## src/rtl/idli_pkg.sv

```systemverilog
// Shared decode types for the idli core: ALU/compare opcodes, slice and counter widths.
package idli_pkg;

    typedef logic [3:0] slice_t;
    typedef logic [4:0] slice_c_t;
    typedef logic [1:0] ctr_t;

    typedef enum logic [1:0] {
        ALU_ADD = 2'd0,
        ALU_AND = 2'd1,
        ALU_OR  = 2'd2,
        ALU_XOR = 2'd3
    } alu_op_t;

    // Encoding 7 is left unassigned and always evaluates false.
    typedef enum logic [2:0] {
        CMP_EQ  = 3'd0,
        CMP_NE  = 3'd1,
        CMP_LT  = 3'd2,
        CMP_GE  = 3'd3,
        CMP_LTU = 3'd4,
        CMP_GEU = 3'd5,
        CMP_ANY = 3'd6
    } cmp_op_t;

    localparam ctr_t CTR_LAST = 2'd3;

endpackage

```

## src/rtl/idli_alu_if.sv

```systemverilog
// Slice-level operand/result bundle between the idli decode stage and the nibble-serial ALU.
interface idli_alu_if;
    import idli_pkg::*;

    logic    i_valid;
    logic    i_flush;
    alu_op_t i_op;
    logic    i_rhs_inv;
    cmp_op_t i_cmp_op;
    slice_t  i_lhs;
    slice_t  i_rhs;

    slice_t  o_res;
    ctr_t    o_ctr;
    logic    o_last;
    logic    o_cmp;
    logic    o_cmp_vld;

    modport master (
        output i_valid, i_flush, i_op, i_rhs_inv, i_cmp_op, i_lhs, i_rhs,
        input  o_res, o_ctr, o_last, o_cmp, o_cmp_vld
    );

    modport slave (
        input  i_valid, i_flush, i_op, i_rhs_inv, i_cmp_op, i_lhs, i_rhs,
        output o_res, o_ctr, o_last, o_cmp, o_cmp_vld
    );

endinterface

```

## src/rtl/idli_alu_cmp.sv

```systemverilog
// Maps N/V/C/Z flags and a compare opcode to one predicate bit; shared with branch logic.
module idli_alu_cmp
    import idli_pkg::*;
(
    input  cmp_op_t i_op,
    input  logic    i_n,
    input  logic    i_v,
    input  logic    i_c,
    input  logic    i_z,
    output logic    o_res
);

    // NOTE: every combinational output gets a default first so no path can infer a latch.
    always_comb begin
        o_res = 1'b0;
        case (i_op)
            CMP_EQ:  o_res = i_z;
            CMP_NE:  o_res = ~i_z;
            CMP_LT:  o_res = i_n ^ i_v;
            CMP_GE:  o_res = ~(i_n ^ i_v);
            CMP_LTU: o_res = ~i_c;
            CMP_GEU: o_res = i_c;
            CMP_ANY: o_res = 1'b1;
            default: o_res = 1'b0;
        endcase
    end

endmodule

```

## src/rtl/idli_alu.sv

```systemverilog
// Nibble-serial ALU: one 4b slice per valid cycle, LSB first, with carry/zero chained
// across slices and a registered compare flag produced after the last slice.
module idli_alu
    import idli_pkg::*;
#(
    parameter int SLICES = 4
) (
    input  logic       i_clk,
    input  logic       i_rst_n,
    idli_alu_if.slave  bus
);

    if (SLICES != 4) begin : g_slices_check
        $error("idli_alu: SLICES must be 4 to match ctr_t");
    end

    ctr_t     ctr_q, ctr_d;
    logic     carry_q, carry_d;
    logic     zero_q, zero_d;
    logic     cmp_q, cmp_d;
    logic     cmp_vld_q, cmp_vld_d;

    slice_t   rhs_eff;
    logic     cin;
    slice_c_t sum;
    slice_t   res;
    logic     cout;
    logic     zero_run;
    logic     final_slice;
    logic     flag_n, flag_v;
    logic     cmp_res;

    // Slice 0 takes its carry-in from the invert bit, turning ADD into a two's-complement subtract.
    always_comb begin
        rhs_eff = bus.i_rhs_inv ? ~bus.i_rhs : bus.i_rhs;
        cin     = (ctr_q == '0) ? bus.i_rhs_inv : carry_q;
        sum     = slice_c_t'(bus.i_lhs) + slice_c_t'(rhs_eff) + slice_c_t'(cin);
        res     = sum[3:0];
        cout    = 1'b0;
        case (bus.i_op)
            ALU_ADD: begin
                res  = sum[3:0];
                cout = sum[4];
            end
            ALU_AND: res = bus.i_lhs & rhs_eff;
            ALU_OR:  res = bus.i_lhs | rhs_eff;
            ALU_XOR: res = bus.i_lhs ^ rhs_eff;
            default: res = sum[3:0];
        endcase
    end

    assign zero_run    = ((ctr_q == '0) ? 1'b1 : zero_q) & (res == '0);
    assign final_slice = bus.i_valid && (ctr_q == CTR_LAST);
    assign flag_n      = res[3];
    assign flag_v      = (bus.i_lhs[3] == rhs_eff[3]) && (res[3] != bus.i_lhs[3]);

    idli_alu_cmp u_cmp (
        .i_op  (bus.i_cmp_op),
        .i_n   (flag_n),
        .i_v   (flag_v),
        .i_c   (cout),
        .i_z   (zero_run),
        .o_res (cmp_res)
    );

    // Flush wins over valid and suppresses the compare pulse even on the final slice.
    always_comb begin
        ctr_d     = ctr_q;
        carry_d   = carry_q;
        zero_d    = zero_q;
        cmp_d     = cmp_q;
        cmp_vld_d = 1'b0;
        if (bus.i_flush) begin
            ctr_d   = '0;
            carry_d = 1'b0;
            zero_d  = 1'b1;
        end else if (bus.i_valid) begin
            ctr_d   = ctr_q + 2'd1;
            carry_d = cout;
            zero_d  = zero_run;
            if (final_slice) begin
                cmp_d     = cmp_res;
                cmp_vld_d = 1'b1;
            end
        end
    end

    // NOTE: state registers use non-blocking assignments so every flop samples pre-edge values.
    always_ff @(posedge i_clk or negedge i_rst_n) begin
        if (!i_rst_n) begin
            ctr_q     <= '0;
            carry_q   <= 1'b0;
            zero_q    <= 1'b1;
            cmp_q     <= 1'b0;
            cmp_vld_q <= 1'b0;
        end else begin
            ctr_q     <= ctr_d;
            carry_q   <= carry_d;
            zero_q    <= zero_d;
            cmp_q     <= cmp_d;
            cmp_vld_q <= cmp_vld_d;
        end
    end

    assign bus.o_res     = res;
    assign bus.o_ctr     = ctr_q;
    assign bus.o_last    = final_slice;
    assign bus.o_cmp     = cmp_q;
    assign bus.o_cmp_vld = cmp_vld_q;

endmodule

```

## src/flat_wrapper.sv

```systemverilog
// flat-port wrapper written by rule: the top's interface ports become plain ports
module idli_alu_flat import idli_pkg::*;
#(
    parameter int SLICES = 4
)
  (i_clk, i_rst_n, bus_i_valid, bus_i_flush, bus_i_op, bus_i_rhs_inv, bus_i_cmp_op, bus_i_lhs, bus_i_rhs, bus_o_res, bus_o_ctr, bus_o_last, bus_o_cmp, bus_o_cmp_vld);
  idli_alu_if bus_i ();
  input  logic i_clk;
  input  logic i_rst_n;
  input wire logic [$bits(bus_i.i_valid)-1:0] bus_i_valid;
  input wire logic [$bits(bus_i.i_flush)-1:0] bus_i_flush;
  input wire logic [$bits(bus_i.i_op)-1:0] bus_i_op;
  input wire logic [$bits(bus_i.i_rhs_inv)-1:0] bus_i_rhs_inv;
  input wire logic [$bits(bus_i.i_cmp_op)-1:0] bus_i_cmp_op;
  input wire logic [$bits(bus_i.i_lhs)-1:0] bus_i_lhs;
  input wire logic [$bits(bus_i.i_rhs)-1:0] bus_i_rhs;
  output wire logic [$bits(bus_i.o_res)-1:0] bus_o_res;
  output wire logic [$bits(bus_i.o_ctr)-1:0] bus_o_ctr;
  output wire logic [$bits(bus_i.o_last)-1:0] bus_o_last;
  output wire logic [$bits(bus_i.o_cmp)-1:0] bus_o_cmp;
  output wire logic [$bits(bus_i.o_cmp_vld)-1:0] bus_o_cmp_vld;
  assign bus_i.i_valid = bus_i_valid;
  assign bus_i.i_flush = bus_i_flush;
  assign bus_i.i_op = bus_i_op;
  assign bus_i.i_rhs_inv = bus_i_rhs_inv;
  assign bus_i.i_cmp_op = bus_i_cmp_op;
  assign bus_i.i_lhs = bus_i_lhs;
  assign bus_i.i_rhs = bus_i_rhs;
  assign bus_o_res = bus_i.o_res;
  assign bus_o_ctr = bus_i.o_ctr;
  assign bus_o_last = bus_i.o_last;
  assign bus_o_cmp = bus_i.o_cmp;
  assign bus_o_cmp_vld = bus_i.o_cmp_vld;
  idli_alu #(.SLICES(SLICES)) u_core (.i_clk(i_clk), .i_rst_n(i_rst_n), .bus(bus_i));
endmodule
```

## config.mk

```make
export PLATFORM = sky130hd
export DESIGN_NAME = idli_alu_flat
export DESIGN_NICKNAME = d
export VERILOG_FILES = /design/src/rtl/idli_pkg.sv /design/src/rtl/idli_alu_if.sv /design/src/rtl/idli_alu_cmp.sv /design/src/rtl/idli_alu.sv /design/src/flat_wrapper.sv
export SDC_FILE = /design/constraint.sdc
export NUM_CORES = 1
export LEC_CHECK = 0
export CORE_MARGIN = 4
export CORE_UTILIZATION = 35
export CTS_BUF_LIST = sky130_fd_sc_hd__clkbuf_16
export DETAILED_ROUTE_END_ITERATION = 7
export PLACE_DENSITY = 0.7
export SLEW_MARGIN = 30
export SYNTH_ARGS = -nofsm -noshare
export SYNTH_HDL_FRONTEND = slang
export SYNTH_SLANG_ARGS = --single-unit
export TNS_END_PERCENT = 100
```

## constraint.sdc

```tcl
create_clock -name i_clk -period 5.2 [get_ports i_clk]
set_input_delay 1.56 -clock i_clk [delete_from_list [all_inputs] [get_ports i_clk]]
set_output_delay 1.56 -clock i_clk [all_outputs]
set_load 0.02 [all_outputs]
```

# Yosys cells after proc, flatten, opt, wreduce, memory -nomap -nowiden
# Cells that the tools add are included.
totals:
  in_bits: 18
  elab_cells: 53
  ff_bits: 6
  out_inout_bits: 9
  mem_bits_rw: 0
  romBits: 0
  n_memories: 0
  latchBits: 0
classes:
  shifts: 0
  eq_ne: 12
  bitwise: 10
  reduce_logical: 8
  mux: 15
  order_cmp: 0
  n_div: 0
  n_addsub: 3
  multipliers: 0
op_table:
  columns: ["cell", "count"]
  rows:
  - ["one-hot mux 4 bit (4 select lines)", 1]
  - ["2-to-1 mux 1 bit", 10]
  - ["== test 3 bit (second input constant)", 3]
  - ["one-hot mux 1 bit (7 select lines)", 1]
  - ["== test 2 bit (second input constant)", 3]
  - ["== test 3 x 2 -> 1 bit (second input constant)", 2]
  - ["adder 4 x 4 -> 5 bit", 1]
  - ["adder 5 x 1 -> 5 bit", 1]
  - ["bitwise AND 4 bit", 1]
  - ["zero test 2 bit", 2]
  - ["zero test 4 bit", 1]
  - ["2-to-1 mux 2 bit", 2]
  - ["2-to-1 mux 4 bit", 1]
  - ["inverter 1 bit", 4]
  - ["inverter 4 bit", 1]
  - ["bitwise OR 4 bit", 1]
  - ["XOR 4 bit", 1]
  - ["== test 3 x 1 -> 1 bit (second input constant)", 1]
  - ["zero test 3 bit", 1]
  - ["AND reduction 3 bit", 1]
  - ["adder 2 x 1 -> 2 bit (second input constant)", 1]
  - ["== test 2 x 1 -> 1 bit (second input constant)", 1]
  - ["logical AND 1 bit", 2]
  - ["nonzero test 2 bit", 1]
  - ["4 further kinds", 4]

# Longest topological paths before layout
# Gate-level depths: netlist (run 1).
logic_depth:
  word_depth: 10
  mapped_depth: 12
  ltp_nobuf: 12

# Modules after synthesis
# From an unflattened synthesis (run 1), not the netlist that was laid out.
unflattened:
  hier_cells: 95
  area_unflattened_um2: 812.0
modules_own_cells:
  columns: ["module", "cells_per_inst", "instances", "seq_area_each_um2", "area_per_inst_um2"]
  rows:
  - ["idli_alu", 89, 1, 151.4, 759.5]
  - ["idli_alu_cmp", 6, 1, 0.0, 52.6]

# Worst setup path after synthesis (run 1)
# Ideal clock, no wire load.
synth_timing:
  path_type: "input port to output port"
  from: "input bus_i_rhs_inv"
  to: "output bus_o_res[1]"
  cell_stages: 7
  n_path_buf: 1
  path_slack_ns: 0.181
  t_arrival_ns: 3.459
  t_required_ns: 3.640
  cell_sequence: "clkbuf_1 -> xor2_1 -> inv_1 -> fa_1 -> inv_1 -> fa_1 -> mux4_2"
synth_via:
  elab_chain_len: 4
  elab_cells_between_ends: 8
  cone_classes: "add/sub: 2; mux: 3; bitwise: 3"
synth_rtl:
  columns: ["item", "line_no", "text"]
  rows:
  - ["start, declared", "flat_wrapper.sv:13", "input wire logic [$bits(bus_i.i_rhs_inv)-1:0] bus_i_rhs_inv;"]
  - ["2-to-1 mux 4 bit", "idli_alu.sv:35", "rhs_eff = bus.i_rhs_inv ? ~bus.i_rhs : bus.i_rhs;"]
  - ["adder 4 x 4 -> 5 bit", "idli_alu.sv:37", "sum = slice_c_t'(bus.i_lhs) + slice_c_t'(rhs_eff) + slice_c_t'(cin);"]
  - ["adder 5 x 1 -> 5 bit", "idli_alu.sv:37", null]
  - ["one-hot mux 4 bit (4 select lines) *", "idli_alu.sv:40", "case (bus.i_op)"]
  - ["end, declared", "flat_wrapper.sv:17", "output wire logic [$bits(bus_i.o_res)-1:0] bus_o_res;"]
# Every way passes the cells marked *; elsewhere a longest branch is shown, timed or not.

# Worst setup path in the final report (run 1)
layout_timing:
  from: "input bus_i_rhs[2]"
  to: "output bus_o_res[3]"
layout_via:
  elab_chain_len: 5
layout_rtl:
  columns: ["item", "line_no", "text"]
  rows:
  - ["start, declared", "flat_wrapper.sv:16", "input wire logic [$bits(bus_i.i_rhs)-1:0] bus_i_rhs;"]
  - ["inverter 4 bit", "idli_alu.sv:35", null]
  - ["2-to-1 mux 4 bit *", "idli_alu.sv:35", null]
  - ["adder 4 x 4 -> 5 bit *", "idli_alu.sv:37", null]
  - ["adder 5 x 1 -> 5 bit *", "idli_alu.sv:37", null]
  - ["one-hot mux 4 bit (4 select lines) *", "idli_alu.sv:40", null]
# Marks and branches as above.

==> flow_summary.json, run 1 <==
{
  "status": "finished clean",
  "cts_root_buf": "clkbuf_16",
  "area_delta_synth_final_pct": 69.7,
  "post-dp-hpwl_um": 1670,
  "core_area_mm2": 0.00219,
  "path_clk_slew_ns": 0.03,
  "gp_congestion": 0.764,
  "die_w_um": 55.8,
  "combPwrFrac_pct": 45.9,
  "min-delay-start": "u_core.zero_q",
  "clock_sink_count": 6,
  "layout.nets": 171,
  "p_int_mw": 0.237,
  "r2r-start": "u_core.bus.o_ctr[0]",
  "dr_wl_met2_um": 1230,
  "critPathArrivalTime_ns": 3.56,
  "synth_top_area_cell": "dfrtp_1",
  "synth_warnings": 0,
  "cts.htree.levels": 1,
  "synth_fa_ha_area_share_pct": 20.7,
  "period_needed_ns": 5.12,
  "track_usage_pct": 14.2,
  "yosys-top-cells-area": "dfrtp_1 (16%), ha_1 (16%), mux4_2 (8.5%)",
  "synth-seq-cells": 6,
  "layout_setup_ws_ns": 0.0821,
  "met3_length_um": 89,
  "grt_overflow": 0,
  "worstMarginPinSlew_ns": 0.349,
  "end_kind": "primary output",
  "netSwitchingFraction_pct": 28.9,
  "die_h_um": 55.8,
  "crit_type": "in -> out",
  "yosysSeqAreaShare_pct": 19.0,
  "synth.top_cell.area_share_pct": 15.7,
  "p_sw_mw": 0.0964,
  "synth_fp_nets": 120,
  "antenna_found_initial": 0,
  "top_layer": "met4",
  "grt_pass1_wl_um": 3640,
  "hold_buffers": 0,
  "cts_tree": "yes",
  "critPathLaunch": "bus_i_rhs[2]",
  "dp_slack_ns": -0.645,
  "cp.required_ns": 3.64,
  "grt_pass1_vias": 851,
  "first_iter_violations": 4,
  "drc": 0,
  "peakVddDrop_uv": 250,
  "die_area_mm2": 0.00311,
  "syn-instance-count": 90,
  "first_pass_iters": 4,
  "start_util_pct": 36.4,
  "regArea_um2": 151,
  "wire_per_inst_um": 13.1,
  "clock_power_share_pct": 37.2,
  "n_fill_cell": 177,
  "multi_input_area_um2": 591,
  "cts_buffers": 3,
  "final_antenna_net_count": 0,
  "crit_fanout": 5,
  "synthSimpleGateAreaFrac_pct": 15.8,
  "hold_class": "reg -> reg",
  "vias": 806,
  "clock_latency_ns": 0.22,
  "final_area_mm2": 0.00136,
  "netlist_area_um2": 798,
  "final_cells": 168,
  "synthMuxAreaShare_pct": 12.2,
  "met1_length_um": 838,
  "setup_viol": 0,
  "drive_gt1_share_pct": 32.1,
  "max_slew_margin_pct": 76.4,
  "io_buffers": 26,
  "crit_path_start_kind": "input pin",
  "seq_power_share_pct": 16.9,
  "post-route-period-util_pct": 98.4,
  "row_count": 17,
  "finClkSkew_ns": 0.00283,
  "antenna_cells": 0,
  "drt_wl_total_um": 2190,
  "place_area_mm2": 0.00120,
  "via_per_inst": 4.80,
  "hold_violations": 0,
  "power_leakage_nw": 0.663,
  "synth.distinct_cells": 32,
  "synth.avg_cell_area_um2": 8.87,
  "synthXorXnorAreaFrac_pct": 7.68,
  "io_pins": 27,
  "report.final.slew_viol_count": 0,
  "powerDensity_mw_per_mm2": 246,
  "place_inst": 159,
  "ctsLongestPathBuffers": 2,
  "max-cap-violations": 0,
  "finalSetupTns_ns": 0,
  "synth_compound_area_share_pct": 12.4,
  "synth_top_family_by_area": "adder cells",
  "max_freq_mhz": 195,
  "grt_max_degree": 9
}
==> cells in the final DEF (no fill, tap or decap), types with 3 or more instances in the layout <==
| cell | instances |
|---|---|
| o21ai_0 | 3 |
| mux4_2 | 3 |
| buf_4 | 25 |
| clkdlybuf4s50_1 | 19 |
| dfrtp_1 | 5 |
| ha_1 | 9 |
| clkbuf_16 | 3 |
| nand2_1 | 6 |
| a21oi_1 | 4 |
| xor2_1 | 5 |
| inv_1 | 16 |
| nor2_1 | 7 |
==> final timing paths <==
kind | to | slack (ns) | depth (start not counted)
max in group asynchronous | u_core.zero_q | 3.36 | 1
worst min register to register | u_core.zero_q | 0.58 | 2
worst max-delay path | bus_o_res[3] | 0.08 | 10
min in group asynchronous | u_core.bus.o_ctr[0] | 1.57 | 1
worst max register to register | u_core.bus.o_cmp | 1.61 | 13
worst min-delay path | u_core.zero_q | 0.58 | 2
==> state kept, by name (all words and copies together), names as in the netlist <==
name                  flops
u_core.carry_q            1
u_core.bus.o_ctr          2
u_core.bus.o_cmp          1
u_core.zero_q             1
u_core.bus.o_cmp_vld      1
==> timing repair <==
item,CTS,global route
pin swaps,2,5
endpoints found under the setup margin,4,4
buffers inserted,4,1
endpoints found under the hold margin,0,0
gates cloned,0,0
gates resized for setup,23,9
==> power groups by stage <==
stage / Sequential, mW / Combinational (mW) / Clock [mW]
floorplan: 0.0612 / 0.0689 / 0
global placement: 0.0564 / 0.136 / 0
detailed placement: 0.0566 / 0.141 / 0
CTS: 0.0564 / 0.147 / 0.125
global route: 0.0573 / 0.167 / 0.128
finish: 0.0564 / 0.153 / 0.124
==> cell families (layout without fill, tap and decap cells) <==
kind of cell,count (synthesis),after routing
simple gates,24,24
fa+ha+maj,12,12
compound gates,14,14
flops,6,6
mux,6,6
buf+inv,21,71
xor+xnor,7,7
==> final cells by class <==
cell class                 count  share of cell area (%)
tap                           28                    2.59
inverter                      17                    4.71
clock buffer                   3                    5.54
sequential                     6                    11.2
multi-input combinational     63                    43.6
timing repair buffer          50                    32.1
clock inverter                 1                   0.277
==> worst max-delay path, stage by stage <==
cell and delay (ns):
clkdlybuf4s50_1 0.47, xor2_1 0.18, inv_1 0.09, ha_4 0.30, nand2_1 0.05, o21ai_0 0.15, buf_4 0.15, mux2i_2 0.22
and3_1 0.22, buf_4 0.16
==> synth_stat cells (all sizes together) <==
| library cell | n |
|---|---|
| o211ai | 1 |
| xnor2 | 1 |
| nor4bb | 1 |
| a221oi | 1 |
| dfstp | 1 |
| nor2b | 1 |
| nor2 | 7 |
| nand3b | 1 |
| ha | 10 |
| buf | 3 |
| and3 | 1 |
| nand3 | 1 |
| mux2i | 3 |
| a21oi | 4 |
| dfrtp | 5 |
| mux4 | 3 |
| a21o | 2 |
| o311a | 1 |
| and2 | 2 |
| xor2 | 6 |
| clkbuf | 1 |
| o21ai | 3 |
| inv | 17 |
| nor3 | 1 |
| or4 | 1 |
| fa | 2 |
| a311oi | 1 |
| nor4 | 1 |
| o31ai | 1 |
| nand2 | 6 |
| and2b | 1 |
==> stage by stage <==
stage                     hold WS [ns]  total power [mW]  util (%)
after floorplan                  0.482             0.130         -
after global placement           0.507             0.192      54.9
after detailed placement         0.526             0.197      54.9
after CTS                        0.588             0.328      60.3
after global routing             0.627             0.353      61.9
final                            0.585             0.334      61.9
==> routing by layer <==
metal | track usage, % | vias to the layer above
li1 | - | 398
met1 | 15.9 | 384
met2 | 27.2 | 20
met3 | 1.62 | 4
met4 | 5.21 | 0
met5 | 0 | -
Power figures use the tool's default switching activity.
==> inputs of run 2 (changes only) <==
==> constraint.sdc (replaced) <==
create_clock -name i_clk -period 6.3 [get_ports i_clk]
set_input_delay 1.89 -clock i_clk [delete_from_list [all_inputs] [get_ports i_clk]]
set_output_delay 1.89 -clock i_clk [all_outputs]
set_load 0.02 [all_outputs]
==> run 2 against run 1 <==
Net effect:
- via count shrank 10%
- clock skew is 0.0023 ns lower
- worst hold slack lost 0.026 ns
- die area is the same
- critical path depth fell by 2
- sequential cell count did not move
- clock power fell by 17%
- total power down 23%
- utilization fell by 5.9 points
- largest power group unchanged
==> flow_summary.json, run 2 (synthesis gave the netlist of run 1 again) <==
{
  "max_slew_margin_pct": 74.2,
  "post-dp-hpwl_um": 1570,
  "cts_root_buf": "clkbuf_16",
  "hold_buffers": 0,
  "rrSetupSlack_ns": 2.75,
  "place_area_mm2": 0.00114,
  "worstMarginPinSlew_ns": 0.383,
  "cp_slowest_cell": "clkdlybuf4s50_1",
  "crit_path_start_kind": "input pin",
  "first_pass_iters": 4,
  "report.final.slew_viol_count": 0,
  "end_kind": "primary output",
  "final_cell_mix": "clkdlybuf4s50_1 (23), inv_1 (18), buf_4 (11)",
  "crit_path_max_incr_delay_ns": 0.53,
  "hold_depth": 2,
  "post-route-period-util_pct": 98.1,
  "peakVddDrop_uv": 225,
  "antenna_cells": 0,
  "path_cells": "clkdlybuf4s50_1, xor2_2, inv_1, fa_2, inv_1, fa_1, mux4_2, clkdlybuf4s15_1",
  "dp_slack_ns": -0.214,
  "status": "finished clean",
  "min-delay-start": "u_core.carry_q",
  "power_leakage_nw": 0.588,
  "drive_gt1_share_pct": 19.7,
  "reg2reg_to": "u_core.bus.o_cmp",
  "layout_setup_ws_ns": 0.117,
  "critPathArrivalTime_ns": 4.29,
  "largest_reg_flops": 2,
  "vias": 724,
  "via_per_inst": 4.67,
  "regArea_um2": 151,
  "final_common_cell": "clkdlybuf4s50_1",
  "ctsLongestPathBuffers": 2,
  "core_area_mm2": 0.00219,
  "hold_violations": 0,
  "cts_tree": "yes",
  "max-cap-violations": 0,
  "grt_max_degree": 10,
  "io_pins": 27,
  "drc": 0,
  "hold_end": "u_core.carry_q",
  "die_area_mm2": 0.00311,
  "clock_sink_count": 6,
  "path_clk_slew_ns": 0.03,
  "drt_wl_total_um": 1870,
  "grt_pass1_vias": 745,
  "r2r-start": "u_core.bus.o_ctr[0]",
  "place_inst": 151,
  "holdWs_ns": 0.559,
  "max_freq_mhz": 162,
  "die_h_um": 55.8,
  "grt_pass1_wl_um": 3260,
  "cts.htree.levels": 1,
  "start_util_pct": 36.4,
  "gp_congestion": 0.737,
  "cp.required_ns": 4.41,
  "hold_class": "reg -> reg",
  "area_delta_synth_final_pct": 53.4,
  "period_needed_ns": 6.18,
  "finClkSkew_ns": 0.000500,
  "io_buffers": 26,
  "die_w_um": 55.8,
  "clock_latency_ns": 0.22,
  "final_area_mm2": 0.00122,
  "powerDensity_mw_per_mm2": 210,
  "layout.nets": 158,
  "first_iter_violations": 10,
  "crit_fanout": 2,
  "wire_per_inst_um": 12.1,
  "cts_buffers": 3,
  "crit_top_cell": "inv_1",
  "row_count": 17,
  "n_fill_cell": 196,
  "crit_type": "in -> out",
  "setup_viol": 0,
  "final_cells": 155,
  "rr_worst_depth": 13,
  "track_usage_pct": 12.7,
  "rsz0062_at_grt": "false",
  "grt_overflow": 0,
  "final_antenna_net_count": 0,
  "antenna_found_initial": 0,
  "multi_input_area_um2": 563
}
[run 2: cell types whose count changed in the layout (fill, tap and decap cells not counted), sizes merged]
cell	delta
buf	-16
clkdlybuf4s50	+4
dlygate4sd2	-2
clkbuf	+1
clkdlybuf4s15	+1
dlymetal6s2s	-1
[run 2: repair_timing]
item / 4_1_cts / 5_1_grt
endpoints found under the setup margin: 3 / 3
pin swaps: 0 / 1
buffers inserted: 0 / 0
cloned: 0 / 0
gates resized for setup: 3 / 8
[run 2: cell type report]
cell class                 count  share of cell area, %
timing repair buffer          37                   27.2
multi-input combinational     63                   46.0
clock inverter                 1                  0.306
sequential                     6                   12.4
clock buffer                   3                   6.13
tap                           28                   2.86
inverter                      17                   5.21
[run 2: per-layer routing]
metal | part of all wire (%) | track usage (%) | routed length, um | vias up
met5 | 0 | 0 | 0 | -
met4 | 0.64 | 4.17 | 12 | 0
met3 | 3.8 | 2.78 | 72 | 2
met2 | 50 | 21.5 | 938 | 14
met1 | 45 | 15.9 | 850 | 332
li1 | - | - | - | 376
[run 2: metrics by stage]
stage                     util, %  power, mW  setup TNS [ns]
final                        55.9      0.257               0
after global routing         55.9      0.271               0
after CTS                    55.6      0.258         -0.0112
after detailed placement     52.1      0.157          -0.459
after global placement       52.1      0.154          -0.331
after floorplan                 -      0.107               0
[run 2: how the worst max path moves through the flow]
stage	start	end	slack [ns]
after global routing	bus_i_rhs_inv	bus_o_res[1]	0.02
after detailed placement	bus_i_rhs_inv	bus_o_res[1]	-0.21
after CTS	bus_i_rhs_inv	bus_o_res[1]	-0.01
final	bus_i_rhs_inv	bus_o_res[1]	0.12
after global placement	bus_i_rhs_inv	bus_o_res[1]	-0.14
after floorplan	bus_i_rhs_inv	bus_o_res[1]	0.62
[run 2: power by group]
| part | internal [mW] | switching (mW) | leakage (nW) | total [mW] |
|---|---|---|---|---|
| logic | 0.0577 | 0.0500 | 0.468 | 0.108 |
| clock network | 0.0822 | 0.0204 | 0.0423 | 0.103 |
| registers | 0.0433 | 0.00303 | 0.0779 | 0.0463 |
| total | 0.183 | 0.0735 | 0.588 | 0.257 |
[run 2: worst max-delay path, delay by kind of cell]
family                     cells  cell delay (ns)
adders and majority gates      2             0.76
buffers and inverters          4             0.99
xor gates and xnor gates       1             0.16
muxes                          1             0.47
